## src/rtl/easyaxi_ar_arb.sv

```systemverilog
// Round-robin arbiter sharing one EasyAXI AR slave port between NUM_MST masters.
// The winning request is held in a one-entry output register tagged with its master index.
module easyaxi_ar_arb #(
    parameter int NUM_MST = 4,
    parameter int ADDR_W  = 32,
    parameter int ID_W    = 2
) (
    input  logic                      clk,
    input  logic                      rst_n,
    input  logic                      enable,
    input  logic [NUM_MST-1:0]        mst_arvalid,
    output logic [NUM_MST-1:0]        mst_arready,
    input  logic [NUM_MST*ADDR_W-1:0] mst_araddr,
    output logic                      slv_arvalid,
    input  logic                      slv_arready,
    output logic [ADDR_W-1:0]         slv_araddr,
    output logic [ID_W-1:0]           slv_arid,
    output logic                      busy
);

    localparam logic [0:0] EMPTY = 1'b0;
    localparam logic [0:0] FULL  = 1'b1;

    logic [0:0]        state_q, state_d;
    logic [ID_W-1:0]   last_q, last_d;
    logic [ID_W-1:0]   id_q, id_d;
    logic [ADDR_W-1:0] addr_q, addr_d;
    logic [ID_W-1:0]   sel;
    logic [ADDR_W-1:0] sel_addr;
    logic              found;
    logic              can_load;
    logic              capture;

    // Two passes: indices above last_q first, then wrap to the low indices.
    always_comb begin
        sel      = '0;
        sel_addr = '0;
        found    = 1'b0;
        for (int i = 0; i < NUM_MST; i++) begin
            if (!found && mst_arvalid[i] && (i > int'(last_q))) begin
                sel      = ID_W'(i);
                sel_addr = mst_araddr[i*ADDR_W +: ADDR_W];
                found    = 1'b1;
            end
        end
        for (int i = 0; i < NUM_MST; i++) begin
            if (!found && mst_arvalid[i] && (i <= int'(last_q))) begin
                sel      = ID_W'(i);
                sel_addr = mst_araddr[i*ADDR_W +: ADDR_W];
                found    = 1'b1;
            end
        end
    end

    // slv_arready only affects the master side through can_load.
    assign can_load = enable & ((state_q == EMPTY) | slv_arready);
    assign capture  = can_load & found & rst_n;

    always_comb begin
        mst_arready = '0;
        for (int i = 0; i < NUM_MST; i++) begin
            if (ID_W'(i) == sel) begin
                mst_arready[i] = capture;
            end
        end
    end

    always_comb begin
        state_d = state_q;
        last_d  = last_q;
        id_d    = id_q;
        addr_d  = addr_q;
        if (capture) begin
            state_d = FULL;
            last_d  = sel;
            id_d    = sel;
            addr_d  = sel_addr;
        end else if ((state_q == FULL) && slv_arready) begin
            state_d = EMPTY;
        end
    end

    always_ff @(posedge clk or negedge rst_n) begin
        if (!rst_n) begin
            state_q <= EMPTY;
            last_q  <= ID_W'(NUM_MST - 1);
            id_q    <= '0;
            addr_q  <= '0;
        end else begin
            state_q <= state_d;
            last_q  <= last_d;
            id_q    <= id_d;
            addr_q  <= addr_d;
        end
    end

    assign slv_arvalid = (state_q == FULL);
    assign slv_araddr  = addr_q;
    assign slv_arid    = id_q;
    assign busy        = (state_q == FULL);

endmodule

```

## config.mk

```make
export PLATFORM = sky130hd
export DESIGN_NAME = easyaxi_ar_arb
export DESIGN_NICKNAME = d
export VERILOG_FILES = /design/src/rtl/easyaxi_ar_arb.sv
export SDC_FILE = /design/constraint.sdc
export NUM_CORES = 1
export LEC_CHECK = 0
export CORE_MARGIN = 4
export CORE_UTILIZATION = 30
export CTS_BUF_LIST = sky130_fd_sc_hd__clkbuf_4
export DETAILED_ROUTE_END_ITERATION = 7
export HOLD_SLACK_MARGIN = 0.12
export SLEW_MARGIN = 40
export SYNTH_ARGS = -nofsm -noshare
export SYNTH_HDL_FRONTEND = slang
export SYNTH_SLANG_ARGS = --single-unit
```

## constraint.sdc

```tcl
create_clock -name clk -period 5.47 [get_ports clk]
set_input_delay 0.8205 -clock clk [delete_from_list [all_inputs] [get_ports clk]]
set_output_delay 0.8205 -clock clk [all_outputs]
set_load 0.01 [all_outputs]
```

Word level (Yosys, flattened, before mapping)
Index checks and enable logic that the tools add are counted.
- register bits after elaboration: 37
- bits of input ports: 136
- output and inout bits: 40
- logic and storage cells: 66
- order comparisons: 6
- equal/unequal tests: 3
- multiplexer cells: 27
- bitwise gates (word level): 5
- reductions and logical operators: 21
- operators by type and width (kind ; count):
    $mux 32 ; 7
    $mux 1 ; 14
    $logic_and 1x1->1 ; 13
    $mux 2 ; 6
    $logic_not 1->1 ; 6
    $eq 2x2->1 const A ; 2
    $gt 2x2->1 const A ; 2
    $le 2x2->1 const A ; 2
    $and 1x1->1 ; 3
    $eq 1x2->1 const A ; 1
    $gt 1x2->1 const A ; 1
    $le 1x2->1 const A ; 1
    $logic_not 2->1 ; 1
    $reduce_bool 2->1 ; 1
    $not 1->1 ; 1
    $or 1x1->1 ; 1

Logic depth before layout (Yosys ltp)
Gate-level depths: netlist of run 1.
- depth in word-level cells: 29
- gate-level depth with buffers: 8
- mapped depth without buffers: 5

Worst setup path before layout of run 1
OpenSTA, ideal clock, no wires.
- kind: input to output
- start point: input port mst_arvalid[3]
- end point: output port mst_arready[2]
- arrival time: 1.957 ns
- required time: 4.649 ns
- setup slack: 2.693 ns
- stages on the path: 6
- path buffers: 2
- path through: buf_6 or4_4 and4_4 buf_6 nand2_1 nor3_1
- cells in the longest elaborated chain, start to end: 21
- elaborated cells between the ends (all ways): 27
- those cells by class: 1 x eq/ne; 11 x mux; 2 x bitwise; 13 x reduce/logical
- ends and longest elaborated chain (what ; line ; RTL):
    from (decl) ; 11 ; input logic [NUM_MST-1:0] mst_arvalid,
    $logic_and 1x1->1 (2 in a row) ; 40 ; if (!found && mst_arvalid[i] && (i > int'(last_q))) begin
    $mux 1 ; 40 ;
    $logic_not 1->1 ; 47 ; if (!found && mst_arvalid[i] && (i <= int'(last_q))) begin
    $logic_and 1x1->1 ; 47 ;
    $mux 1 ; 47 ;
    $logic_not 1->1 ; 47 ;
    $logic_and 1x1->1 (2 in a row) ; 47 ;
    $mux 1 ; 47 ;
    $logic_not 1->1 ; 47 ;
    $logic_and 1x1->1 (2 in a row) ; 47 ;
    $mux 1 ; 47 ;
    $logic_not 1->1 ; 47 ;
    $logic_and 1x1->1 (2 in a row) ; 47 ;
    $mux 1 ; 47 ;
    $and 1x1->1 (2 in a row) ; 57 ; assign capture = can_load & found & rst_n;
    $mux 1 * ; 62 ; if (ID_W'(i) == sel) begin
    to (decl) ; 12 ; output logic [NUM_MST-1:0] mst_arready,
Mark *: on every way between the ends. The rest lies on a longest branch, timed or not.

Final worst setup path of run 1
- start point: input port mst_arvalid[1]
- end point: output port mst_arready[1]
- cells in the longest elaborated chain, start to end: 28
- elaborated cells between the ends (all ways): 36
- those cells by class: 1 x eq/ne; 15 x mux; 2 x bitwise; 18 x reduce/logical
- ends and longest elaborated chain (what ; line):
    $logic_and 1x1->1 ; 40
    $mux 1 ; 40
    $logic_not 1->1 ; 40
    $logic_and 1x1->1 (2 in a row) ; 40
    $mux 1 ; 40
    $logic_not 1->1 ; 40
    $logic_and 1x1->1 (2 in a row) ; 40
    $mux 1 ; 40
    [... 7 more ...] ; n/a
    $logic_not 1->1 ; 47
    $logic_and 1x1->1 (2 in a row) ; 47
    $mux 1 ; 47
    $logic_not 1->1 ; 47
    $logic_and 1x1->1 (2 in a row) ; 47
    $mux 1 ; 47
    $and 1x1->1 (2 in a row) ; 57
    $mux 1 * ; 62
Marked as above.

==> run_results.csv, run 1 <==
group,metric,value,unit
final_layout,area.sequential,932.1,um^2
timing,setup_ws,1206,ps
critical_path,required,4650,ps
synthesis,yosysUniqueCellTypes,40,
global_route,grt_first_pass_wirelength,22.19,mm
detailed_routing,num_vias,4159,
synthesis,yosys_register_bits,37,
synthesis,syn-num-nets,567,
place,place.gp.congestion,0.8724,
timing,period_share,77.95,%
clock_tree,numClockSinks,37,
final_layout,nets_final,711,
timing,fmax,234.5,MHz
place,portBuffers,175,
timing,setup-tns-final,0,ps
critical_path,worst_path_max_delay_cell,"clkdlybuf4s50_1",
critical_path,crit_path_cell_chain,"clkdlybuf4s50_1 > nand2b_1 > and3_1 > o22ai_1 > nor2_1 > nor2_1 > clkdlybuf4s50_1",
timing,unrepaired_setup_endpoints_after_global_routing,"no",
final_layout,area_growth,56.62,%
power_and_ir_drop,power.combinational.fraction,54.5,%
power_and_ir_drop,p_per_area,253.7,nW/um^2
synthesis,yosysTopAreaCell,"dfrtp_1",
clock_tree,source_to_sink_clock_delay_at_the_later_pin_of_the_worst_skew_pair,350,ps
synthesis,synth_edf_count,0,
die,std_cell_rows,37,
die,die_y,111.9,um
power_and_ir_drop,leakage,1.886,nW
synthesis,ys_top_cells_by_area,"dfrtp_1 (27%), a222oi_1 (6.8%), nand2_1 (6.4%)",
synthesis,synth_area_per_cell,7.516,um^2
clock_tree,tritoncts,"built",
critical_path,timing.critical_path.arrival,3440,ps
die,floorplan.die_area,12520,um^2
power_and_ir_drop,worst_ir_drop_vdd,0.1277,mV
detailed_routing,vias_per_cell,5.841,
clock_tree,cts-htree-levels,2,
timing,report.final.setup_viol,0,
clock_tree,post_cts_hold_buffer_count,0,
power_and_ir_drop,netSwitchingFraction,40.57,%
critical_path,path_max_fanout,14,
clock_tree,cts_buffers,5,
final_layout,highest_count_cells_in_the_layout_ignoring_fill_and_taps,"clkdlybuf4s50_1 (173), nand2_1 (55), o21ai_0 (39)",
clock_tree,clock_pin_slew_reported_for_the_worst_setup_and_hold_paths_after_clock_tree_synthesis,120,ps
synthesis,syn-cell-area,3239,um^2
status,outcome,"finished, final reports clean",
critical_path,criticalPathCategory,"in2out",
detailed_routing,routed_wl,14.46,mm
timing,timing_worst_slew_pin_value,741.8,ps
die,chipWidth,111.9,um
timing,report.final.hold_viol_count,0,
timing,fin_skew,14.39,ps
power_and_ir_drop,power.clock.fraction,11.5,%
power_and_ir_drop,netsw,0.5221,mW
power_and_ir_drop,power_report.internal_total,0.7649,mW
min_path,worstHoldPathType,"reg2reg",
detailed_routing,final_antenna_net_count,0,
global_route,antenna_found_initial,1,
place,place_hpwl,9.832,mm
timing,relSlewSlack,50.36,%
die,top_level_ports,176,
critical_path,worstSetupStartpointType,"input port",
final_layout,multi_input_area,2107,um^2
global_route,gr-usage-all-layers,21.65,%
clock_tree,cts_root_buffer,"clkbuf_4",
detailed_routing,route.detailed.drc,0,
die,starting_density,31.10,%
synthesis,synth_async_sr_flop_share,100.0,%
detailed_routing,wire_per_inst,20.31,um
final_layout,most_common_cell_after_layout_fill_and_taps_aside,"clkdlybuf4s50_1",
clock_tree,number_of_cells_upsized_or_downsized_after_cts,0,
power_and_ir_drop,pwr-share-seq,33.9,%
detailed_routing,initialDrtViolationCount,421,
global_route,grt_pass1_vias,4127,
clock_tree,cts.path.max_buffers,2,
global_route,grt_overflow_total,0,
synthesis,gate_count_post_synth,431,
clock_tree,post_cts_setup_buffers,0,
place,post-place-cells,704,
final_layout,post_layout_nonfiller_instances,712,
final_layout,drive_above_1_share,6.087,%
synthesis,synth_top_area_share,27.04,%
critical_path,timing.critical_path.to_type,"primary output",
timing,fin_max_slew_vios,0,
timing,shortest_clock_period_the_worst_path_allows_after_layout,4264,ps
critical_path,critical-path-max-stage-delay,750,ps
flow_run,drv.max_cap_violation_count,0,
die,placeableCoreArea,10420,um^2
place,pre_cts_ws,1162,ps
global_route,grt_max_degree,46,
synthesis,yosys_warnings,0,
synthesis,synth.yosys.seq_area_share,28.66,%
detailed_routing,drtPass1Iterations,5,
synthesis,synth-main-ff-cell,"dfrtp_1",
final_layout,nFillCells,1013,
final cells by class:
class | count | area share (%)
Sequential cell | 37 | 18.37
Clock inverter | 1 | 0.07398
Inverter | 3 | 0.2219
Timing Repair Buffer | 183 | 35.51
Multi-Input combinational cell | 345 | 41.53
Antenna cell | 1 | 0.04932
Clock buffer | 6 | 0.8878
Tap cell | 136 | 3.354
cell usage after synthesis (3+ instances only):
| master | number |
|---|---|
| o32ai_1 | 3 |
| o22ai_1 | 25 |
| clkbuf_1 | 20 |
| buf_6 | 7 |
| inv_1 | 3 |
| a21boi_1 | 21 |
| nand2b_1 | 7 |
| nand2_1 | 55 |
| a22oi_1 | 8 |
| a222oi_1 | 22 |
| a2111oi_0 | 7 |
| o2bb2ai_1 | 3 |
| a21oi_2 | 4 |
| nor2_1 | 34 |
| nor3b_1 | 17 |
| nand3_1 | 28 |
| o21ai_0 | 39 |
| buf_2 | 15 |
| buf_1 | 3 |
| a31oi_1 | 7 |
| a21oi_1 | 32 |
| and3b_1 | 7 |
| o21ai_1 | 8 |
| dfrtp_1 | 35 |
critical path, delay by kind of cell:
| kind | cells | cell delay, ps |
|---|---|---|
| buffers and inverters | 2 | 1290 |
| AO/OA/AOI/OAI | 1 | 310 |
| AND/OR/NAND/NOR | 4 | 1010 |
flip-flops by register name, indices dropped and copies added, names as in the netlist:
register	flops
slv_arid	2
last_q	2
slv_araddr	32
busy	1
power by group through the flow:
stage | Clock, mW | Sequential, mW | Combinational (mW)
6_report | 0.148 | 0.437 | 0.702
5_1_grt | 0.163 | 0.447 | 0.759
4_1_cts | 0.154 | 0.436 | 0.701
3_5_place_dp | 0 | 0.439 | 0.698
3_3_place_gp | 0 | 0.437 | 0.685
2_1_floorplan | 0 | 0.424 | 0.349
logic make-up after synthesis:
group	after synthesis	share of synthesized area (%)
simple gates	161	25.45
buf+inv	49	7.995
compound gates	184	37.89
flops	37	28.66
per-stage QoR:
| step | util (%) | instance area (um^2) | power (mW) | hold WS, ps |
|---|---|---|---|---|
| CTS | 48.73 | 5076 | 1.290 | 503.7 |
| global placement | 47.74 | 4972 | 1.122 | 468.8 |
| global route | 48.71 | 5074 | 1.369 | 547.7 |
| detailed placement | 48.26 | 5027 | 1.137 | 474.2 |
| finish | 48.71 | 5074 | 1.287 | 513.7 |
| floorplan | - | 3239 | 0.7724 | 512.8 |
path summary, 6_finish.rpt:
path	from	end	slack, ps	cells after the start
setup reg to reg	last_q[0]	slv_araddr[27]	2850	6
min in group asynchronous	rst_n	slv_araddr[24]	650	2
setup / recovery	mst_arvalid[1]	mst_arready[1]	1210	7
hold / removal	slv_arid[1]	slv_arid[1]	510	2
max in group asynchronous	rst_n	last_q[0]	4450	2
hold reg to reg	slv_arid[1]	slv_arid[1]	510	2
layer usage:
metal / up-vias / part of all wire (%) / track usage, %
met5: - / 0 / 0
met4: 0 / 2.1 / 7.461
met3: 23 / 8.2 / 3.804
met2: 244 / 47 / 34.65
met1: 1963 / 43 / 29.39
li1: 1929 / - / -
No activity file was read; power rests on OpenSTA's default activity.
==> inputs of run 2 (changes only) <==
- PLACE_DENSITY: default -> 0.67
- clock period: 5.47 -> 3.85 ns (I/O delays scaled with it)
==> run 2 against run 1 <==
Against the previous run:
- wire length fell by 0.19%
- sequential power grew 36%
- first-iteration DRC count shrank 4.5%
- register-to-register slack worse by 1600 ps
- hold slack got worse by 130 ps
- core utilization is 0.25 points higher
- largest power group unchanged
==> run_results.csv, run 2 (synthesized netlist as in run 1, its figures left out) <==
group,metric,value,unit
critical_path,criticalPathCategory,"in2out",
power_and_ir_drop,worst_ir_drop_vdd,0.1508,mV
final_layout,area.sequential,928.4,um^2
clock_tree,cts_root_buffer,"clkbuf_4",
global_route,grt_overflow_total,0,
clock_tree,cts-htree-levels,2,
critical_path,critical_path.most_common_cell,"clkdlybuf4s50_1",
die,die_y,111.9,um
place,portBuffers,175,
timing,report.final.hold_viol_count,0,
clock_tree,cts.path.max_buffers,2,
final_layout,max_reg_flops,32,
clock_tree,numClockSinks,37,
detailed_routing,vias_per_cell,5.982,
timing,setup-tns-final,0,ps
timing,shortest_clock_period_the_worst_path_allows_after_layout,3473,ps
final_layout,drive_above_1_share,6.690,%
detailed_routing,num_vias,4301,
global_route,grt_max_degree,38,
power_and_ir_drop,leakage,1.923,nW
critical_path,rr_startpoint,"last_q[1]",
final_layout,multi_input_area,2081,um^2
place,pre_cts_ws,368.0,ps
die,placeableCoreArea,10420,um^2
global_route,grt_first_pass_wirelength,22.47,mm
final_layout,post_layout_nonfiller_instances,719,
timing,period_share,90.20,%
critical_path,required,3270,ps
place,place_area,5050,um^2
power_and_ir_drop,fin_total_pwr,1.844,mW
timing,timing_worst_slew_pin_value,721.4,ps
detailed_routing,routed_wl,14.43,mm
critical_path,worstSetupStartpointType,"input port",
critical_path,crit-reg2reg-capture,"slv_araddr[13]",
die,floorplan.die_area,12520,um^2
final_layout,nets_final,718,
critical_path,crit_path_cell_chain,"clkdlybuf4s50_1 > nor2_1 > inv_1 > a311oi_1 > nand2_1 > nor3_1 > clkdlybuf4s50_1",
detailed_routing,route.detailed.drc,0,
detailed_routing,initialDrtViolationCount,402,
die,std_cell_rows,37,
die,chipWidth,111.9,um
clock_tree,post_cts_setup_buffers,0,
timing,fin_max_slew_vios,0,
critical_path,path_max_fanout,13,
timing,report.final.setup_viol,0,
detailed_routing,drtPass1Iterations,6,
timing,unrepaired_setup_endpoints_after_global_routing,"no",
final_layout,highest_count_cells_in_the_layout_ignoring_fill_and_taps,"clkdlybuf4s50_1 (174), nand2_1 (55), o21ai_0 (38)",
global_route,antenna_found_initial,0,
flow_run,drv.max_cap_violation_count,0,
critical_path,worst_path_dominant_cell_family,"buffers and inverters",
clock_tree,tritoncts,"built",
critical_path,register_to_register_path_depth,5,
place,post-place-cells,711,
global_route,gr-usage-all-layers,21.73,%
place,place.gp.congestion,0.8881,
final_layout,nFillCells,1037,
power_and_ir_drop,p_per_area,361.6,nW/um^2
timing,setup_ws,377.2,ps
clock_tree,cts_buffers,5,
timing,relSlewSlack,51.73,%
global_route,grt_pass1_vias,4398,
critical_path,worst_path_max_delay_cell,"clkdlybuf4s50_1",
critical_path,timing.critical_path.to_type,"primary output",
clock_tree,clock_pin_slew_reported_for_the_worst_setup_and_hold_paths_after_clock_tree_synthesis,140,ps
critical_path,timing.critical_path.arrival,2900,ps
timing,holdWs,385.7,ps
min_path,worstHoldPathType,"in2async",
final_layout,final_core_utilization,48.96,%
place,place_hpwl,10.28,mm
timing,fin_skew,9.773,ps
critical_path,path_buf_inv,3,
critical_path,critical-path-max-stage-delay,620,ps
detailed_routing,wire_per_inst,20.07,um
final_layout,n_antenna_cell,0,
final_layout,most_common_cell_after_layout_fill_and_taps_aside,"clkdlybuf4s50_1",
detailed_routing,final_antenna_net_count,0,
timing,fmax,288.0,MHz
status,outcome,"finished, final reports clean",
clock_tree,number_of_cells_upsized_or_downsized_after_cts,0,
final_layout,stdcell_area,5100,um^2
final_layout,area_growth,57.44,%
critical_path,reg2reg_setup_slack,1230,ps
clock_tree,source_to_sink_clock_delay_at_the_later_pin_of_the_worst_skew_pair,360,ps
die,top_level_ports,176,
clock_tree,post_cts_hold_buffer_count,0,
die,starting_density,31.10,%
[run 2: worst max path at each step]
stage	slack, ps	startpoint	to	depth (start not counted)
finish	380	mst_arvalid[1]	mst_arready[2]	7
global route	180	mst_arvalid[1]	mst_arready[2]	7
CTS	370	mst_arvalid[1]	mst_arready[2]	7
detailed placement	370	mst_arvalid[1]	mst_arready[2]	7
global placement	530	mst_arvalid[1]	mst_arready[2]	7
floorplan	1560	mst_arvalid[3]	mst_arready[2]	6
[run 2: worst register-to-register path, stage by stage (launching register included)]
cell	delay, ps
dfstp_2	890
buf_4	380
nand4_2	400
nor2_1	620
a22oi_1	130
o21ai_1	130
[run 2: power by group]
part | switching, mW | internal [mW] | total, mW
clock | 0.155 | 0.0664 | 0.221
sequential | 0.0970 | 0.496 | 0.593
combinational | 0.504 | 0.527 | 1.03
[run 2: routing by layer]
layer	track usage, %	part of all wire [%]
met1	27.77	40
met2	35.01	48
met3	5.489	10
met4	8.759	2.5
met5	0	0
[run 2: final cells by class]
cell class | instances | share of cell area [%]
clock buffer | 5 | 0.7360
clock inverter | 3 | 0.2453
inverter | 3 | 0.2208
multi-input combinational | 345 | 40.80
sequential | 37 | 18.20
tap | 136 | 3.337
timing repair buffer | 190 | 36.46
==> inputs of run 3 (changes only) <==
- SETUP_SLACK_MARGIN: default -> 0.4
==> run 3 against run 2 <==
Against the previous run:
- sequential power is essentially flat
- clock skew shrank 1.2 ps
- largest cell class unchanged
- critical path depth is the same
- largest power group unchanged
- final area grew 0.22%
- global-route usage is essentially flat
- wire length grew 0.80%
- worst setup slack gained 150 ps
==> run_results.csv, run 3 (synthesized netlist as in run 1, its figures left out) <==
group,metric,value,unit
status,outcome,"finished, final reports clean",
critical_path,timing.critical_path.arrival,2740,ps
die,starting_density,31.10,%
die,die_y,111.9,um
detailed_routing,final_antenna_net_count,0,
power_and_ir_drop,power.clock.fraction,12.1,%
power_and_ir_drop,power.combinational.fraction,56.0,%
timing,relSlewSlack,49.93,%
die,placeableCoreArea,10420,um^2
final_layout,area_growth,57.78,%
global_route,grt_first_pass_wirelength,22.49,mm
place,place_hpwl,10.28,mm
place,portBuffers,175,
timing,fin_max_slew_vios,0,
clock_tree,tritoncts,"built",
timing,report.final.hold_viol_count,0,
place,place.gp.congestion,0.8881,
final_layout,n_antenna_cell,0,
critical_path,criticalPathCategory,"in2out",
timing,fmax,301.2,MHz
detailed_routing,route.detailed.drc,0,
timing,fin_skew,8.535,ps
critical_path,path_max_fanout,9,
clock_tree,cts-htree-levels,2,
timing,unrepaired_setup_endpoints_after_global_routing,"yes",
final_layout,highest_count_cells_in_the_layout_ignoring_fill_and_taps,"clkdlybuf4s50_1 (173), nand2_1 (55), o21ai_0 (38)",
place,post-place-cells,711,
final_layout,nets_final,718,
clock_tree,cts_buffers,5,
final_layout,drive_above_1_share,7.033,%
power_and_ir_drop,power_report.internal_total,1.090,mW
clock_tree,cts_root_buffer,"clkbuf_4",
die,std_cell_rows,37,
final_layout,nFillCells,1034,
power_and_ir_drop,netSwitchingFraction,41.07,%
final_layout,post_layout_nonfiller_instances,719,
min_path,worstHoldPathType,"in2async",
flow_run,drv.max_cap_violation_count,0,
timing,setup-tns-final,0,ps
global_route,gr-usage-all-layers,21.74,%
global_route,grt_overflow_total,0,
die,floorplan.die_area,12520,um^2
final_layout,multi_input_area,2090,um^2
critical_path,critical-path-max-stage-delay,650,ps
timing,holdWs,386.2,ps
global_route,grt_pass1_vias,4400,
power_and_ir_drop,leakage,1.933,nW
detailed_routing,vias_per_cell,5.914,
timing,shortest_clock_period_the_worst_path_allows_after_layout,3320,ps
timing,timing_worst_slew_pin_value,748.3,ps
critical_path,required,3270,ps
critical_path,timing.critical_path.to_type,"primary output",
timing,report.final.setup_viol,0,
global_route,grt_max_degree,38,
die,chipWidth,111.9,um
clock_tree,source_to_sink_clock_delay_at_the_later_pin_of_the_worst_skew_pair,360,ps
clock_tree,clock_pin_slew_reported_for_the_worst_setup_and_hold_paths_after_clock_tree_synthesis,140,ps
global_route,antenna_found_initial,0,
timing,setup_ws,529.6,ps
place,place_area,5050,um^2
clock_tree,post_cts_setup_buffers,0,
detailed_routing,routed_wl,14.55,mm
power_and_ir_drop,p_per_area,362.0,nW/um^2
detailed_routing,num_vias,4252,
critical_path,worstSetupStartpointType,"input port",
power_and_ir_drop,netsw,0.7597,mW
final_layout,most_common_cell_after_layout_fill_and_taps_aside,"clkdlybuf4s50_1",
timing,period_share,86.24,%
detailed_routing,initialDrtViolationCount,390,
detailed_routing,wire_per_inst,20.23,um
power_and_ir_drop,worst_ir_drop_vdd,0.1516,mV
critical_path,crit_path_cell_chain,"clkdlybuf4s50_1 > nor2b_1 > nor3_1 > o22ai_1 > nor2_1 > nor2_1 > clkdlybuf4s50_1",
die,top_level_ports,176,
power_and_ir_drop,pwr-share-seq,32.0,%
critical_path,reg2reg_setup_slack,1250,ps
clock_tree,post_cts_hold_buffer_count,0,
place,pre_cts_ws,368.0,ps
final_layout,area.sequential,928.4,um^2
detailed_routing,drtPass1Iterations,7,
critical_path,worst_path_max_delay_cell,"clkdlybuf4s50_1",
clock_tree,numClockSinks,37,
clock_tree,cts.path.max_buffers,2,
final_layout,max_reg_flops,32,
final_layout,stdcell_area,5111,um^2
## run 3: cell types whose count changed in the layout (fill, tap and decap cells not counted)
| cell | delta |
|---|---|
| nor2_1 | -1 |
| clkdlybuf4s50_1 | -1 |
| a311oi_2 | +1 |
| nor2_2 | +1 |
| dlymetal6s2s_1 | +1 |
| a311oi_1 | -1 |
## run 3: power groups by stage
stage          sequential [mW]  combinational [mW]  clock, mW
3_3_place_gp             0.596                1.00          0
5_1_grt                  0.608                1.11      0.241
2_1_floorplan            0.602               0.496          0
4_1_cts                  0.590                1.03      0.227
6_report                 0.592                1.04      0.223
3_5_place_dp             0.597                1.03          0
## run 3: per-stage QoR
| step | utilization, % | total power, mW |
|---|---|---|
| global route | 49.07 | 1.961 |
| global placement | 48.31 | 1.598 |
| CTS | 48.99 | 1.846 |
| detailed placement | 48.48 | 1.622 |
| finish | 49.07 | 1.850 |
| floorplan | - | 1.097 |
## run 3: layout make-up
class / count / area share, %
sequential: 37 / 18.16
clock inverter: 3 / 0.2448
tap: 136 / 3.329
inverter: 3 / 0.2203
multi-input combinational: 345 / 40.88
timing repair buffer: 190 / 36.43
clock buffer: 5 / 0.7344
## run 3: final timing paths
kind                                      from             end  cells past startpoint
worst min-delay path                     rst_n  slv_araddr[20]                      2
min in group clk                   slv_arid[1]     slv_arid[1]                      2
worst min register to register     slv_arid[1]     slv_arid[1]                      2
worst max-delay path            mst_arvalid[3]  mst_arready[1]                      7
worst max register to register       last_q[1]  slv_araddr[17]                      5
max in group asynchronous                rst_n       last_q[0]                      2
## run 3: what timing repair did
item | 4_1_cts | 5_1_grt
endpoints found under the hold margin | 0 | 0
resized for setup | 1 | 2
pin swaps | 0 | 0
gates cloned | 0 | 0
endpoints found under the setup margin | 1 | 3
## run 3: worst max-delay path: cells and delay by family
kind	cells	cell delay [ps]
and+or+nand+nor	4	640
buffers and inverters	2	1190
AOI/OAI and AO/OA	1	330
## run 3: routing by layer
metal  up-vias  routed length (um)  global-route usage, %
li1       1941                   -                      -
met1      2026                5873                  27.80
met2       261                7031                  35.05
met3        24                1368                  5.489
met4         0                 275                  8.678
met5         -                   0                      0
==> RTL change 1, RTL diff (settings of run 3) <==
`addr_q` no longer has a reset.
--- a/src/rtl/easyaxi_ar_arb.sv
+++ b/src/rtl/easyaxi_ar_arb.sv
@@ -87,3 +87,2 @@
             id_q    <= '0;
-            addr_q  <= '0;
         end else begin
@@ -92,4 +91,7 @@
             id_q    <= id_d;
-            addr_q  <= addr_d;
         end
+    end
+
+    always_ff @(posedge clk) begin
+        addr_q <= addr_d;
     end
Check against the original RTL: differs if rst_n is asserted again (counterexample within 4 cycles, from zero or initial values and one cycle with rst_n low); with rst_n held inactive, the same outputs for 10 cycles.
==> RTL change 1 against run 3 <==
  * Global-route usage decreased by 0.19 points
  * Utilization increased by 1.8 points
  * Total power decreased by 9.8%
  * Highest routed layer unchanged
  * Wire length decreased by 10%
  * Worst setup slack improved by 0.070 ns
  * Largest power group unchanged
  * Critical path type unchanged
  * Sequential cell count unchanged
  * Area after synthesis decreased by 5.7%
  * Largest cell class is now non-clock buffers
  * Final area decreased by 1.8%
==> RTL change 1: results (changes against run 3) <==
Outcome
  – Status: finished, final reports clean

Clock network
  – Num CTS Buffers: 5 (unchanged)
  – Root buf cell: clkbuf_4
  – Reg clk slew, reported paths: 0.12 ns (-0.02 ns)
  – Max clock buf depth: 2 (unchanged)
  – Clk_lat worst skew: 0.34 ns (-0.02 ns)
  – H-tree depth reported by CTS: 2 (unchanged)

Global routing
  – First-pass GRT wire length: 20,300 um (-9.6%)
  – Largest net degree at the start of global routing: 39 (+2.6%)
  – GRT Resource Usage Total: 21.6% (-0.19 points)
  – Initial antenna violation count: 0 (unchanged)
  – Vias in the first global route: 4,080 (-7.3%)

Route
  – Total iterations of the first detailed-routing run: 5 (-2)
  – Met3 WL: 1330 um (-2.5%)
  – Top Layer Used: met4
  – Routed length per instance: 19.5 um (-3.4%)
  – Routed length on met1: 5170 um (-12%)
  – Met2 routed WL: 6450 um (-8.2%)
  – Drt initial violations: 229 (-41%)
  – Vias per cell: 5.68 (-4.0%)
  – WL final: 13,100 um (-10%)

Critical path
  – Worst R2R Start: last_q[1]
  – R2R depth: 7 (+2)
  – Worst setup path endpoint: mst_arready[0]
  – CP arrival: 2.67 ns (-0.07 ns)
  – Critical Path Source: mst_arvalid[2]
  – Reg2Reg Setup Slack: 1.21 ns (-0.04 ns)
  – FF-to-FF End: slv_araddr[6]
  – Worst-path fanout max: 37 (+28)

Timing
  – Hold WS: 0.453 ns (+0.0670 ns)
  – Worst Clk Skew: 0.00426 ns (-0.00427 ns)
  – Worst-margin pin slew: 0.677 ns (-0.0710 ns)

Synth
  – Synth Instances: 379 (-12%)
  – Synth unique cells: 32 (-20%)
  – Top post-synthesis cells by area: edfxtp_1, o22ai_1, a211oi_2, a21oi_1, nand3_1
  – Most frequent cells after synthesis: a21oi_1, o22ai_1, nor2_1
  – Asr flop ratio synth: 13.5% (-86 points)
  – Net Count, Synth: 515 (-9.2%)
  – Post-synth EDFFs: 32 (+32)
  – Prevailing post-synth register cell: edfxtp_1
  – Post-synth top area share: 31.5% (+4.4 points)
  – Post-synthesis sequential area ratio: 35.6% (+7.0 points)
  – YS warnings: 0 (unchanged)

Cells and area
  – Final nets: 673 (-6.3%)
  – Proportion of layout cells with a drive suffix above 1: 11.5% (+4.5 points)
  – Antenna fix cells: 0 (unchanged)
  – Largest register FFs: 32 (unchanged)
  – Filler Cell Count: 905 (-12%)

Place
  – IO buf count: 175 (unchanged)
  – Dpl hpwl: 9230 um (-10%)
  – Placed cell area: 4960 um2 (-1.7%)
  – Placed cells: 663 (-6.8%)
  – Final Wtd Congestion: 0.872 (-1.8%)

Hold path
  – Hold Path Class: input port to asynchronous set/reset pin

Power and ir drop
  – Peak VDD IR: 196 uV (+29%)
  – Leakage: 1.68 nW (-13%)
## RTL change 1: changes by cell type after synthesis, moves of 8 or more
cell and change:
a211oi_2 +29, a21boi_1 -21, a21oi_1 +36, a222oi_1 -22, a22oi_1 -8, dfrtp_1 -32, edfxtp_1 +32, nand2_1 -17
nor3b_1 -17, o21ai_0 -37, o22ai_1 +39
## RTL change 1: layout make-up
class,count,share of cell area [%]
Timing Repair Buffer,191,37.5
Multi-Input combinational cell,299,36.3
Sequential cell,37,21.8
Tap cell,133,3.32
Clock buffer,6,0.898
Inverter,3,0.224
Clock inverter,1,0.0748
## RTL change 1: repair_timing
item | in CTS | in global routing
endpoints found under the setup margin | 1 | 2
gates resized for setup | 2 | 2
setup buffers | 0 | 0
hold endpoints to repair | 0 | 0
## RTL change 1: power by group
part	internal (mW)	total (mW)	leakage [nW]	switching, mW
sequential	0.531	0.577	0.357	0.0462
clock	0.0737	0.213	0.0292	0.139
combinational	0.433	0.879	1.30	0.446
## RTL change 1: layer usage
metal | vias up | GRT usage (%)
met5 | - | 0
met1 | 1777 | 27.1
met3 | 14 | 4.80
li1 | 1775 | -
met4 | 0 | 7.30
met2 | 239 | 36.4
## RTL change 1: kinds of logic after synthesis
group / after synthesis / share of synthesized area, %
compound gates: 173 / 39.0
buf+inv: 43 / 6.76
flops: 37 / 35.6
mux: 1 / 0.328
simple gates: 125 / 18.2
## RTL change 1: worst max-delay path: stages
cell and delay, ns:
clkdlybuf4s50_1 0.50, buf_4 0.38, o21ai_1 0.12, and3_2 0.25, nor4_2 0.25, clkdlybuf4s50_1 0.60
## RTL change 1: worst min-delay path by stage
stage                            from           to  cells past startpoint
after floorplan                 rst_n         busy                      0
after global placement    slv_arid[0]  slv_arid[0]                      1
after detailed placement  slv_arid[0]  slv_arid[0]                      1
after CTS                       rst_n         busy                      1
after global routing            rst_n         busy                      1
final                           rst_n         busy                      1
## RTL change 1: metrics by stage
stage / utilization [%] / worst slack, ns
3_3_place_gp: 50.1 / 0.343
6_report: 50.9 / 0.599
3_5_place_dp: 50.3 / 0.330
4_1_cts: 50.8 / 0.419
2_1_floorplan: - / 0.810
5_1_grt: 50.9 / 0.419
==> RTL change 2, RTL diff (settings of run 3) <==
Made on the original files. Set the parameter `ADDR_W` to 40 (it was 32).
--- a/src/rtl/easyaxi_ar_arb.sv
+++ b/src/rtl/easyaxi_ar_arb.sv
@@ -4,3 +4,3 @@
     parameter int NUM_MST = 4,
-    parameter int ADDR_W  = 32,
+    parameter int ADDR_W  = 40,
     parameter int ID_W    = 2
Ports: changed (resized mst_araddr and slv_araddr); port bits go from 176 to 216. The function was not compared with the original's and may differ.
==> RTL change 2 against run 3 <==
  * Sequential cell count grew 8
  * Synthesized cell count is 19% higher
  * Final area up 21%
  * Critical path depth unchanged
  * Highest routed layer unchanged
  * Critical endpoint is now mst_arready[3]
  * Total power up 22%
  * Combinational power up 19%
  * Area after synthesis rose by 18%
  * Largest cell class unchanged
  * Worst setup slack improved by 0.12 ns
  * Wire length increased by 22%
==> RTL change 2: results (changes against run 3) <==
Critical path
  – R2R depth: 6 (+1)
  – Slowest CP cell: dlygate4sd2_1
  – FF-to-FF End: slv_araddr[13]
  – CP arrival: 2.62 ns (-0.12 ns)
  – Worst R2R Start: last_q[0]
  – Max incr delay on CP: 0.57 ns (-0.08 ns)
  – Worst-path fanout max: 17 (+8)
  – Reg2Reg Setup Slack: 0.97 ns (-0.28 ns)

Global routing
  – First-pass GRT wire length: 27,500 um (+22%)
  – Largest net degree at the start of global routing: 47 (+24%)
  – GRT Resource Usage Total: 23.1% (+1.4 points)
  – Vias in the first global route: 5,423 (+23%)

Synth
  – Net Count, Synth: 682 (+20%)
  – Asr flop ratio synth: 100% (unchanged)
  – Synth unique cells: 42 (+5.0%)
  – Most frequent cells after synthesis: nand2_1, o21ai_0, dfrtp_1
  – Post-synthesis sequential area ratio: 29.4% (+0.76 points)
  – Top post-synthesis cells by area: dfrtp_1, o21ai_0, a222oi_1, nand2_1, nor3b_1

Cells and area
  – Final nets: 867 (+21%)
  – Filler Cell Count: 1,209 (+17%)
  – Proportion of layout cells with a drive suffix above 1: 6.00% (-1.0 points)
  – Largest register FFs: 40 (+25%)
  – Antenna fix cells: 0 (unchanged)

Route
  – WL final: 17,800 um (+22%)
  – Drt initial violations: 634 (+63%)
  – Met3 WL: 1620 um (+19%)
  – Met2 routed WL: 8550 um (+22%)
  – Vias: 5,148 (+21%)
  – Routed length on met1: 7180 um (+22%)
  – Total iterations of the first detailed-routing run: 5 (-2)

Power and ir drop
  – Peak VDD IR: 184 uV (+22%)
  – Leakage: 2.33 nW (+20%)

Outcome
  – Status: finished, final reports clean

Place
  – IO buf count: 215 (+23%)
  – Placed cell area: 6090 um2 (+21%)
  – Dpl hpwl: 12,200 um (+19%)
  – Final Wtd Congestion: 0.921 (+3.7%)

Timing
  – Worst-margin pin slew: 0.843 ns (+0.0949 ns)
  – Worst Clk Skew: 0.0203 ns (+0.0118 ns)

Clock network
  – H-tree depth reported by CTS: 2 (unchanged)
  – Clk_lat worst skew: 0.38 ns (+0.02 ns)
-- RTL change 2: cell types whose count changed after synthesis, moves of 8 or more --
| cell | before | now |
|---|---|---|
| o21ai_0 | 39 | 60 |
| clkbuf_1 | 20 | 42 |
| dfrtp_1 | 35 | 43 |
| nand2_1 | 55 | 65 |
| a21boi_0 | 0 | 8 |
-- RTL change 2: cell families (layout without fill, tap and decap cells) --
family,after synthesis,in the layout,share of synthesized area (%)
AOI/OAI and AO/OA,221,221,38.3
and+or+nand+nor,189,189,25.1
buffers and inverters,59,245,7.21
DFF,45,45,29.4
-- RTL change 2: per-stage QoR --
step / hold slack, ns / utilization, % / instances / worst slack [ns]
after global routing: 0.363 / 49.1 / 872 / 0.430
after detailed placement: 0.474 / 48.5 / 864 / 0.387
after floorplan: 0.282 / - / 514 / 1.50
after CTS: 0.331 / 49.1 / 872 / 0.671
after global placement: 0.473 / 48.5 / 864 / 0.456
final: 0.312 / 49.1 / 872 / 0.652
-- RTL change 2: layout make-up --
class / instances / area share [%]
repair buffers: 234 / 37.0
clock inverters: 3 / 0.669
inverters: 3 / 0.183
flip-flops and latches: 45 / 18.3
well taps: 172 / 3.49
clock buffers: 5 / 0.608
multi-input cells: 410 / 39.7
-- RTL change 2: power groups by stage --
stage	sequential, mW	combinational, mW	clock [mW]
CTS	0.701	1.23	0.320
detailed placement	0.708	1.23	0
global placement	0.708	1.21	0
global route	0.719	1.34	0.337
finish	0.703	1.24	0.310
floorplan	0.727	0.563	0
-- RTL change 2: worst max-delay path by stage --
stage,start,endpoint,slack (ns),cells past startpoint
floorplan,mst_arvalid[1],mst_arready[2],1.50,7
global placement,mst_arvalid[1],mst_arready[2],0.46,7
detailed placement,mst_arvalid[1],mst_arready[2],0.39,7
CTS,mst_arvalid[3],mst_arready[2],0.67,6
global route,mst_arvalid[1],mst_arready[2],0.43,7
finish,mst_arvalid[1],mst_arready[3],0.65,7
-- RTL change 2: critical path, delay by kind of cell --
family	cells	cell delay, ns
AOI/OAI and AO/OA	1	0.29
buffers and inverters	2	1.12
and+or+nand+nor	4	0.62
-- RTL change 2: layer usage --
metal	track usage, %	up-vias
met5	0	-
met3	4.90	41
li1	-	2334
met4	8.50	0
met2	39.6	311
met1	28.4	2462
